`src/rtl/rs485_rx_framer_if.sv`:
```
// Byte-stream and host-drain signal bundle of the RS-485 receive framer.
// master = receiver/host side, slave = the framer.
interface rs485_rx_framer_if #(
    parameter int DEPTH_LOG2 = 4
) ();
    logic                  clken_i;
    logic [7:0]            din_8b_i;
    logic                  din_valid_i;
    logic                  rden_i;
    logic                  clear_i;
    logic [7:0]            dout_8b_o;
    logic                  dout_valid_o;
    logic                  frame_ready_o;
    logic [DEPTH_LOG2:0]   frame_len_o;
    logic                  ovf_o;
    logic                  crc_ok_o;
    logic                  interrupt_o;

    modport master (
        output clken_i, din_8b_i, din_valid_i, rden_i, clear_i,
        input  dout_8b_o, dout_valid_o, frame_ready_o, frame_len_o, ovf_o, crc_ok_o, interrupt_o
    );

    modport slave (
        input  clken_i, din_8b_i, din_valid_i, rden_i, clear_i,
        output dout_8b_o, dout_valid_o, frame_ready_o, frame_len_o, ovf_o, crc_ok_o, interrupt_o
    );
endinterface

```
`src/rtl/rs485_rx_framer.sv`:
```
// Groups RS-485 bytes into silence-delimited frames, buffers them and lets the host drain them.
// Optional CRC-16/Modbus check built when RS485_RX_FRAMER_CRC_EN is defined.
module rs485_rx_framer #(
    parameter int DEPTH_LOG2 = 4,
    parameter int GAP_TICKS  = 560
) (
    input  logic             clk_i,
    input  logic             rst_n_i,
    rs485_rx_framer_if.slave bus
);
    localparam int DEPTH = 1 << DEPTH_LOG2;
    localparam int CW    = DEPTH_LOG2 + 1;
    localparam logic [CW-1:0]         CNT_ZERO = {CW{1'b0}};
    localparam logic [CW-1:0]         CNT_ONE  = {{DEPTH_LOG2{1'b0}}, 1'b1};
    localparam logic [CW-1:0]         CNT_FULL = CW'(DEPTH);
    localparam logic [DEPTH_LOG2-1:0] PTR_ZERO = {DEPTH_LOG2{1'b0}};
    localparam logic [DEPTH_LOG2-1:0] PTR_ONE  = CNT_ONE[DEPTH_LOG2-1:0];
    localparam logic [15:0]           GAP_LAST = 16'(GAP_TICKS - 32'sd1);
    localparam logic [15:0]           GAP_MAX  = 16'(GAP_TICKS);

    typedef enum logic [1:0] {
        ST_IDLE = 2'd0,
        ST_RECV = 2'd1,
        ST_DONE = 2'd2
    } state_t;

    state_t                state_r;
    logic [7:0]            mem_r [DEPTH];
    logic [DEPTH_LOG2-1:0] wr_ptr_r;
    logic [DEPTH_LOG2-1:0] rd_ptr_r;
    logic [CW-1:0]         count_r;
    logic [CW-1:0]         frame_len_r;
    logic [15:0]           gap_r;
    logic [7:0]            dout_r;
    logic                  dout_valid_r;
    logic                  frame_ready_r;
    logic                  ovf_r;
    logic                  irq_r;

    logic full_s;
    logic empty_s;
    logic wr_en_s;
    logic rd_en_s;
    logic last_pop_s;

    // FIFO status and the accept/pop decisions; clear_i masks both.
    always_comb begin
        full_s     = (count_r == CNT_FULL);
        empty_s    = (count_r == CNT_ZERO);
        wr_en_s    = 1'b0;
        rd_en_s    = 1'b0;
        if (bus.clear_i) begin
            wr_en_s = 1'b0;
            rd_en_s = 1'b0;
        end else begin
            case (state_r)
                ST_IDLE: wr_en_s = bus.din_valid_i;
                ST_RECV: wr_en_s = bus.din_valid_i && !full_s;
                ST_DONE: rd_en_s = bus.rden_i && !empty_s;
                default: begin
                    wr_en_s = 1'b0;
                    rd_en_s = 1'b0;
                end
            endcase
        end
        last_pop_s = rd_en_s && (count_r == CNT_ONE);
    end

    // Byte storage; contents need no reset because pointers gate every read.
    always_ff @(posedge clk_i) begin
        if (wr_en_s) begin
            mem_r[wr_ptr_r] <= bus.din_8b_i;
        end
    end

    // Frame FSM with FIFO pointers, gap timer and all registered outputs.
    always_ff @(posedge clk_i or negedge rst_n_i) begin
        if (!rst_n_i) begin
            state_r       <= ST_IDLE;
            wr_ptr_r      <= PTR_ZERO;
            rd_ptr_r      <= PTR_ZERO;
            count_r       <= CNT_ZERO;
            frame_len_r   <= CNT_ZERO;
            gap_r         <= 16'h0000;
            dout_r        <= 8'h00;
            dout_valid_r  <= 1'b0;
            frame_ready_r <= 1'b0;
            ovf_r         <= 1'b0;
            irq_r         <= 1'b0;
        end else if (bus.clear_i) begin
            state_r       <= ST_IDLE;
            wr_ptr_r      <= PTR_ZERO;
            rd_ptr_r      <= PTR_ZERO;
            count_r       <= CNT_ZERO;
            frame_len_r   <= CNT_ZERO;
            gap_r         <= 16'h0000;
            dout_valid_r  <= 1'b0;
            frame_ready_r <= 1'b0;
            ovf_r         <= 1'b0;
            irq_r         <= 1'b0;
        end else begin
            irq_r        <= 1'b0;
            dout_valid_r <= 1'b0;

            if (wr_en_s) begin
                wr_ptr_r <= wr_ptr_r + PTR_ONE;
                count_r  <= count_r + CNT_ONE;
            end else if (rd_en_s) begin
                rd_ptr_r     <= rd_ptr_r + PTR_ONE;
                count_r      <= count_r - CNT_ONE;
                dout_r       <= mem_r[rd_ptr_r];
                dout_valid_r <= 1'b1;
            end else begin
                count_r <= count_r;
            end

            case (state_r)
                ST_IDLE: begin
                    if (bus.din_valid_i) begin
                        frame_len_r <= CNT_ONE;
                        gap_r       <= 16'h0000;
                        state_r     <= ST_RECV;
                    end else begin
                        state_r <= ST_IDLE;
                    end
                end
                ST_RECV: begin
                    // A byte landing on the final silence tick keeps the frame open.
                    if (bus.din_valid_i) begin
                        gap_r <= 16'h0000;
                        if (full_s) begin
                            ovf_r <= 1'b1;
                        end else begin
                            frame_len_r <= frame_len_r + CNT_ONE;
                        end
                    end else if (bus.clken_i) begin
                        if (gap_r >= GAP_LAST) begin
                            gap_r   <= GAP_MAX;
                            state_r <= ST_DONE;
                            irq_r   <= 1'b1;
                        end else begin
                            gap_r <= gap_r + 16'h0001;
                        end
                    end else begin
                        gap_r <= gap_r;
                    end
                end
                ST_DONE: begin
                    if (bus.din_valid_i) begin
                        ovf_r <= 1'b1;
                    end else begin
                        ovf_r <= ovf_r;
                    end
                    if (last_pop_s) begin
                        state_r       <= ST_IDLE;
                        frame_ready_r <= 1'b0;
                        frame_len_r   <= CNT_ZERO;
                        gap_r         <= 16'h0000;
                    end else begin
                        frame_ready_r <= 1'b1;
                    end
                end
                default: begin
                    state_r       <= ST_IDLE;
                    frame_ready_r <= 1'b0;
                end
            endcase
        end
    end

`ifdef RS485_RX_FRAMER_CRC_EN
    logic [15:0] crc_r;
    logic [15:0] crc_seed_s;
    logic [15:0] crc_next_s;
    logic        crc_ok_r;

    function automatic logic [15:0] crc16_byte(input logic [15:0] crc_in, input logic [7:0] data);
        logic [15:0] c;
        c = crc_in ^ {8'h00, data};
        for (int i = 0; i < 8; i++) begin
            if (c[0]) begin
                c = (c >> 1'b1) ^ 16'hA001;
            end else begin
                c = c >> 1'b1;
            end
        end
        return c;
    endfunction

    // The byte that opens a frame is folded into a fresh 0xFFFF seed.
    always_comb begin
        if (state_r == ST_IDLE) begin
            crc_seed_s = 16'hFFFF;
        end else begin
            crc_seed_s = crc_r;
        end
        crc_next_s = crc16_byte(crc_seed_s, bus.din_8b_i);
    end

    // CRC accumulator over accepted bytes and the residue check shown while a frame is held.
    always_ff @(posedge clk_i or negedge rst_n_i) begin
        if (!rst_n_i) begin
            crc_r    <= 16'hFFFF;
            crc_ok_r <= 1'b0;
        end else if (bus.clear_i) begin
            crc_r    <= 16'hFFFF;
            crc_ok_r <= 1'b0;
        end else begin
            if (wr_en_s) begin
                crc_r <= crc_next_s;
            end else begin
                crc_r <= crc_r;
            end
            if ((state_r == ST_DONE) && !last_pop_s) begin
                crc_ok_r <= (crc_r == 16'h0000);
            end else begin
                crc_ok_r <= 1'b0;
            end
        end
    end

    assign bus.crc_ok_o = crc_ok_r;
`else
    assign bus.crc_ok_o = 1'b1;
`endif

    assign bus.dout_8b_o     = dout_r;
    assign bus.dout_valid_o  = dout_valid_r;
    assign bus.frame_ready_o = frame_ready_r;
    assign bus.frame_len_o   = frame_len_r;
    assign bus.ovf_o         = ovf_r;
    assign bus.interrupt_o   = irq_r;
endmodule

```
`src/flat_wrapper.sv`:
```
// flat-port wrapper written by rule: the top's interface ports become plain ports
module rs485_rx_framer_flat 
#(
    parameter int DEPTH_LOG2 = 4,
    parameter int GAP_TICKS  = 560
)
  (clk_i, rst_n_i, bus_clken_i, bus_din_8b_i, bus_din_valid_i, bus_rden_i, bus_clear_i, bus_dout_8b_o, bus_dout_valid_o, bus_frame_ready_o, bus_frame_len_o, bus_ovf_o, bus_crc_ok_o, bus_interrupt_o);
  rs485_rx_framer_if #(.DEPTH_LOG2(DEPTH_LOG2)) bus_i ();
  input  logic clk_i;
  input  logic rst_n_i;
  input wire logic [$bits(bus_i.clken_i)-1:0] bus_clken_i;
  input wire logic [$bits(bus_i.din_8b_i)-1:0] bus_din_8b_i;
  input wire logic [$bits(bus_i.din_valid_i)-1:0] bus_din_valid_i;
  input wire logic [$bits(bus_i.rden_i)-1:0] bus_rden_i;
  input wire logic [$bits(bus_i.clear_i)-1:0] bus_clear_i;
  output wire logic [$bits(bus_i.dout_8b_o)-1:0] bus_dout_8b_o;
  output wire logic [$bits(bus_i.dout_valid_o)-1:0] bus_dout_valid_o;
  output wire logic [$bits(bus_i.frame_ready_o)-1:0] bus_frame_ready_o;
  output wire logic [$bits(bus_i.frame_len_o)-1:0] bus_frame_len_o;
  output wire logic [$bits(bus_i.ovf_o)-1:0] bus_ovf_o;
  output wire logic [$bits(bus_i.crc_ok_o)-1:0] bus_crc_ok_o;
  output wire logic [$bits(bus_i.interrupt_o)-1:0] bus_interrupt_o;
  assign bus_i.clken_i = bus_clken_i;
  assign bus_i.din_8b_i = bus_din_8b_i;
  assign bus_i.din_valid_i = bus_din_valid_i;
  assign bus_i.rden_i = bus_rden_i;
  assign bus_i.clear_i = bus_clear_i;
  assign bus_dout_8b_o = bus_i.dout_8b_o;
  assign bus_dout_valid_o = bus_i.dout_valid_o;
  assign bus_frame_ready_o = bus_i.frame_ready_o;
  assign bus_frame_len_o = bus_i.frame_len_o;
  assign bus_ovf_o = bus_i.ovf_o;
  assign bus_crc_ok_o = bus_i.crc_ok_o;
  assign bus_interrupt_o = bus_i.interrupt_o;
  rs485_rx_framer #(.DEPTH_LOG2(DEPTH_LOG2), .GAP_TICKS(GAP_TICKS)) u_core (.clk_i(clk_i), .rst_n_i(rst_n_i), .bus(bus_i));
endmodule
```
`config.mk`:
```
export PLATFORM = sky130hd
export DESIGN_NAME = rs485_rx_framer_flat
export DESIGN_NICKNAME = d
export VERILOG_FILES = /design/src/rtl/rs485_rx_framer_if.sv /design/src/rtl/rs485_rx_framer.sv /design/src/flat_wrapper.sv
export SDC_FILE = /design/constraint.sdc
export NUM_CORES = 1
export LEC_CHECK = 0
export BUFFER_PORTS_ARGS = -buffer_cell sky130_fd_sc_hd__buf_2
export CAP_MARGIN = 15
export CORE_MARGIN = 3
export CORE_UTILIZATION = 38
export CTS_BUF_LIST = sky130_fd_sc_hd__clkbuf_4 sky130_fd_sc_hd__clkbuf_8 sky130_fd_sc_hd__clkbuf_16
export DETAILED_ROUTE_END_ITERATION = 16
export GPL_TIMING_DRIVEN = 0
export PLACE_DENSITY = 0.54
export SYNTH_ARGS = -nofsm -noshare
export SYNTH_HDL_FRONTEND = slang
export SYNTH_SLANG_ARGS = --single-unit
```
`constraint.sdc`:
```
create_clock -name clk_i -period 5.8 [get_ports clk_i]
set_input_delay 0.29 -clock clk_i [delete_from_list [all_inputs] [get_ports clk_i]]
set_output_delay 0.29 -clock clk_i [all_outputs]
set_load 0.01 [all_outputs]
```
==> run summary, run 1 <==
Status: completed
IO buf count: 28
Drc violations: 0
VDD IR max: 0.191 mV
Critical Path End Type: flip-flop
RR Startpoint: u_core.count_r[0]$_DFFE_PN0P_
Hold Path Depth: 3
Clk buf depth: 2
Number of core rows: 51
Mapped Cells: 518
Initial antenna violation count: 0
Placement Cell Area: 0.00817 mm²
Post-synth EDFFs: 128
Critical hold path startpoint: bus_clken_i
Synth Register Bits: 176
RSZ-0062 raised after global routing: false
Root Driver: clkbuf_16
Final Hold Vio Count: 0
Most frequent cells in the layout: edfxtp_1 (128), dfrtp_1 (48), nor2_1 (40)
First-pass GRT wire length: 26.9 mm
Vias: 4557
Share of cells above drive strength 1: 21.9%
Ys async rst share: 27.3%
Die H: 148 µm
Area growth syn-to-layout: 14.8%
Main synth FF type: edfxtp_1
Final instance area: 0.00882 mm²
Wire per inst: 20.2 µm
Die X-Extent: 148 µm
Final net count: 595
Total GRT Usage: 16.3%
Worst-path clk slew: 0.07 ns
Worst Path Required: 5.84 ns
Slew margin rel.: 21.6%
Syn_nets: 546
Worst-skew pair later-pin latency: 0.43 ns
Part of the cycle the worst path needs: 54.4%
Setup Skew: 0.0112 ns
R2R Path End: u_core.mem_r[4][2]$_DFFE_PP_
CTS sink cnt: 176
Avg Synthesized Cell Area: 14.8 µm²
CTS buffer count: 17
Ant. Diodes: 0
Crit Path Class: reg -> reg
Starting Density: 39.1%
Synthesized area: 0.00768 mm²
DRT Pass-1 Iters: 4
Gr ovfl total: 0
Leakage power: 3.09 nW
Most common cell after layout, fill and taps aside: edfxtp_1
Die ar.: 0.0220 mm²
Setup crit start kind: flip-flop
Power Dens Cells: 303 mW/mm²
Peak fanout along the critical path: 10
Setup TNS: 0 ns
Sequential area share after synthesis: 65.7%
IO Count: 32
Fin. max-slew vios: 0
Post-DRT Antenna Nets: 0
Total Wirelength: 17.1 mm
Hold EP: u_core.bus.interrupt_o$_DFF_PN0_
Slew @ Worst Pin: 1.17 ns
Core Box Area: 0.0197 mm²
Initial DRC count: 340
GP Congestion: 0.790
Crit path arrival time: 3.20 ns
Routed vias/inst: 5.39
Yosys Warn Count: 0
Synth cell types: 65
R2R Setup Slk: 2.64 ns
TritonCTS clock tree: built
Max frequency: 0.317 GHz
Max Cap Violations: 0
H-tree level count: 4
Filler instances: 1781
Tot Pwr: 0.00267 W
Final core occ: 44.9%
# setup viols final: 0
Detail Placement HPWL: 11.1 mm
Dpl cells: 811
Critical Path Start: u_core.count_r[0]$_DFFE_PN0P_
Period minus WS final: 3.16 ns
Vias in the first global route: 4669
Largest net degree at the start of global routing: 49
Layout Cells excl Fill: 845
Hold crit path type: in -> reg
Worst r2r path cells: 7
## logic make-up after synthesis
family,synth area share [%]
adders and majority gates,2.28
and+or+nand+nor,9.11
AOI/OAI and AO/OA,8.21
muxes,11.1
buffers and inverters,2.64
xor gates and xnor gates,0.912
other,0.0488
DFF,65.7
## state kept, by name, indices dropped and copies added, names as in the netlist, 2 cells and up
register and count:
u_core.mem_r 128, u_core.gap_r 16, u_core.bus.dout_8b_o 8, u_core.bus.frame_len_o 5, u_core.count_r 5, u_core.rd_ptr_r 4, u_core.wr_ptr_r 4, u_core.state_r 2
## layout make-up
cell class	count	area [µm²]	share of cell area (%)
clock buffers	19	440	5.00
repair buffers	30	170	1.93
plain buffers	25	143	1.62
inverters	16	60.1	0.681
multi-input cells	301	2450	27.8
flip-flops and latches	176	5040	57.2
clock inverters	13	174	1.97
well taps	265	332	3.76
## report_power, final
part           total (W)  switching [W]  internal, W
sequential       0.00137     0.00000837      0.00136
combinational   0.000114      0.0000754    0.0000382
clock            0.00119       0.000524     0.000663
total            0.00267       0.000607      0.00207
## worst max-delay path by stage
stage | depth (start not counted) | slack, ns | end
2_1_floorplan | 7 | 3.29 | u_core.mem_r[3][0]$_DFFE_PP_
3_3_place_gp | 7 | 2.32 | u_core.mem_r[1][0]$_DFFE_PP_
3_5_place_dp | 7 | 2.65 | u_core.mem_r[4][3]$_DFFE_PP_
4_1_cts | 7 | 2.63 | u_core.mem_r[4][2]$_DFFE_PP_
5_1_grt | 7 | 2.44 | u_core.mem_r[6][6]$_DFFE_PP_
6_report | 7 | 2.64 | u_core.mem_r[4][2]$_DFFE_PP_
## timing repair
action,CTS,global route
hold buffers,0,1
gates resized for setup,0,0
setup buffers,0,0
endpoints found under the hold margin,0,22
## Yosys cell counts (8+ instances only)
library cell | n | area [µm²]
mux4_2 | 26 | 586
mux2i_1 | 20 | 200
nand2_1 | 26 | 97.6
nor2_1 | 40 | 150
buf_2 | 9 | 45.0
dfrtp_1 | 48 | 1200
nor3_1 | 12 | 60.1
ha_1 | 14 | 175
clkbuf_1 | 8 | 30.0
a21oi_1 | 23 | 115
nand3_1 | 16 | 80.1
inv_1 | 15 | 56.3
edfxtp_1 | 128 | 3840
o21ai_0 | 17 | 85.1
## stage by stage
stage               hold slack, ns  setup WS (ns)
finish                       0.166           2.64
detailed placement           0.497           2.65
global route                 0.170           2.44
floorplan                 -0.00559           3.29
global placement             0.487           2.32
CTS                          0.151           2.63
## worst max-delay path: stages, from the launching register on
cell      delay, ns
dfrtp_1        0.41
inv_1          0.11
ha_1           0.23
and4bb_1       0.23
o21ai_0        0.39
buf_2          0.30
nand3_1        0.20
nor2_1         0.91
## layer usage
layer  up-vias  track usage (%)  share of wire (%)
met5         -                0                  0
met4         0             5.40                1.6
met3        23             3.08                3.3
met2        95             26.4                 48
met1      2342             22.3                 47
li1       2097                -                  -
Note: power is estimated with default switching activity, not from simulation.
==> run 2, diff against run 1 <==
- clock period: 5.8 -> 3.1 ns (I/O delays scaled with it)
==> run summary, run 2 (same netlist as run 1, synthesis figures left out) <==
Area growth syn-to-layout: 15.4%
Final instance area: 0.00886 mm² (+0.55%)
RSZ-0062 raised after global routing: true
CTS buffer count: 17 (unchanged)
Max reg flops: 128 (unchanged)
Core Box Area: 0.0197 mm² (unchanged)
Setup Skew: 0.00993 ns (-0.00128 ns)
Most common cell after layout, fill and taps aside: edfxtp_1
Final net count: 595 (unchanged)
Number of core rows: 51 (unchanged)
Slew @ Worst Pin: 1.07 ns (-0.0974 ns)
Setup TNS: -0.00402 ns (-0.00402 ns)
Hold crit path type: in -> reg
Worst Path Required: 3.14 ns (-2.70 ns)
First-pass GRT wire length: 26.9 mm (unchanged)
Layout Cells excl Fill: 845 (unchanged)
Die ar.: 0.0220 mm² (unchanged)
Peak fanout along the critical path: 10 (unchanged)
Placement Cell Area: 0.00817 mm² (unchanged)
Storage cell area: 0.00504 mm² (unchanged)
Critical hold path startpoint: bus_clken_i
Vias in the first global route: 4667 (-0.043%)
Period minus WS final: 3.10 ns (-0.0546 ns)
Gr ovfl total: 0 (unchanged)
Drc violations: 0 (unchanged)
# setup viols final: 2 (+2)
Wire per inst: 20.2 µm (-0.16%)
Critical Path Start: u_core.count_r[0]$_DFFE_PN0P_
Final setup margin: -0.00327 ns (-2.65 ns)
Crit Path Class: reg -> reg
Initial DRC count: 335 (-1.5%)
Post-CTS Setup Bufs: 0 (unchanged)
Worst-path clk slew: 0.07 ns (about the same)
Slew margin rel.: 28.1% (+6.5 points)
Total GRT Usage: 16.3% (unchanged)
Largest register by flop count: u_core.mem_r
Fin. max-slew vios: 0 (unchanged)
Dpl cells: 811 (unchanged)
Root Driver: clkbuf_16
Max frequency: 0.322 GHz (+1.8%)
Final Hold Vio Count: 0 (unchanged)
Starting Density: 39.1% (unchanged)
IO buf count: 28 (unchanged)
Largest net degree at the start of global routing: 49 (unchanged)
Status: finished with violations
Vias: 4566 (+0.20%)
GP Congestion: 0.790 (unchanged)
RR Startpoint: u_core.count_r[0]$_DFFE_PN0P_
Most frequent cells in the layout: edfxtp_1 (128), dfrtp_1 (48), buf_2 (37)
Detail Placement HPWL: 11.1 mm (unchanged)
Leakage power: 3.07 nW (-0.51%)
Post-DRT Antenna Nets: 0 (unchanged)
Area of the multi-input gates: 0.00250 mm² (+2.0%)
Routed vias/inst: 5.40 (+0.20%)
Part of the cycle the worst path needs: 100% (+46 points)
Critical Path End Type: flip-flop
TritonCTS clock tree: built
H-tree level count: 4 (unchanged)
DRT Pass-1 Iters: 5 (+1)
IO Count: 32 (unchanged)
CTS sink cnt: 176 (unchanged)
Setup crit start kind: flip-flop
Filler instances: 1777 (-0.22%)
Total Wirelength: 17.0 mm (-0.16%)
Ant. Diodes: 0 (unchanged)
Crit path arrival time: 3.15 ns (-0.05 ns)
Clk buf depth: 2 (unchanged)
Violated checks: setup timing
Max Cap Violations: 0 (unchanged)
VDD IR max: 0.357 mV (+87%)
Worst slack, placed: -0.0499 ns (-2.70 ns)
Die X-Extent: 148 µm (unchanged)
Initial antenna violation count: 0 (unchanged)
Die H: 148 µm (unchanged)
Power Dens Cells: 564 mW/mm² (+86%)
Worst-skew pair later-pin latency: 0.43 ns (about the same)
Share of cells above drive strength 1: 23.6% (+1.7 points)
==> run 2: cell counts in the layout (fill, tap and decap cells not counted) <==
Identical to the previous run, type by type.
==> run 2: worst paths after layout <==
path | endpoint | slack, ns | depth (start not counted)
max in group asynchronous | u_core.state_r[1]$_DFFE_PN0P_ | 2.25 | 3
worst min-delay path | u_core.bus.interrupt_o$_DFF_PN0_ | 0.03 | 3
worst max-delay path | u_core.mem_r[9][2]$_DFFE_PP_ | -0.003 | 7
min in group asynchronous | u_core.bus.dout_8b_o[1]$_DFFE_PN0P_ | 0.28 | 2
worst min register to register | u_core.bus.ovf_o$_DFFE_PN0P_ | 0.51 | 2
worst max register to register | u_core.mem_r[9][2]$_DFFE_PP_ | -0.003 | 7
==> run 2: per-stage QoR <==
stage	power (W)	utilization [%]	hold WS, ns
detailed placement	0.00283	41.6	0.469
global placement	0.00283	41.5	0.452
finish	0.00500	45.1	0.0317
CTS	0.00504	44.8	0.0157
global route	0.00518	45.1	0.0353
floorplan	0.00274	-	-0.141
==> run 2: worst max-delay path: stages (launching register included) <==
cell	delay [ns]
dfrtp_1	0.41
inv_1	0.11
ha_1	0.23
and4bb_1	0.23
o21ai_0	0.38
buf_2	0.29
nand3_1	0.20
nor2_1	0.86
==> run 2: layout make-up <==
class	count	area share [%]
multi-input combinational	301	28.2
clock buffer	19	4.97
buffer	25	1.61
inverter	16	0.677
timing repair buffer	30	1.92
sequential	176	56.9
clock inverter	13	1.96
tap	265	3.74
==> run 2: what timing repair did <==
action | CTS | global route
endpoints found under the setup margin | 24 | 96
resized for setup | 4 | 10
endpoints found under the hold margin | 0 | 22
hold buffers | 0 | 1
==> run 2: metal layers <==
layer	vias to the layer above	GRT usage [%]	share of wire (%)
met4	0	5.36	1.8
met2	95	26.4	49
met3	24	2.96	3.5
li1	2099	-	-
met1	2348	22.4	46
met5	-	0	0
==> run 2: where the power goes <==
group          internal (W)  switching (W)  total, W
Clock               0.00124       0.000974   0.00221
Combinational     0.0000722       0.000144  0.000216
Sequential          0.00255      0.0000157   0.00257
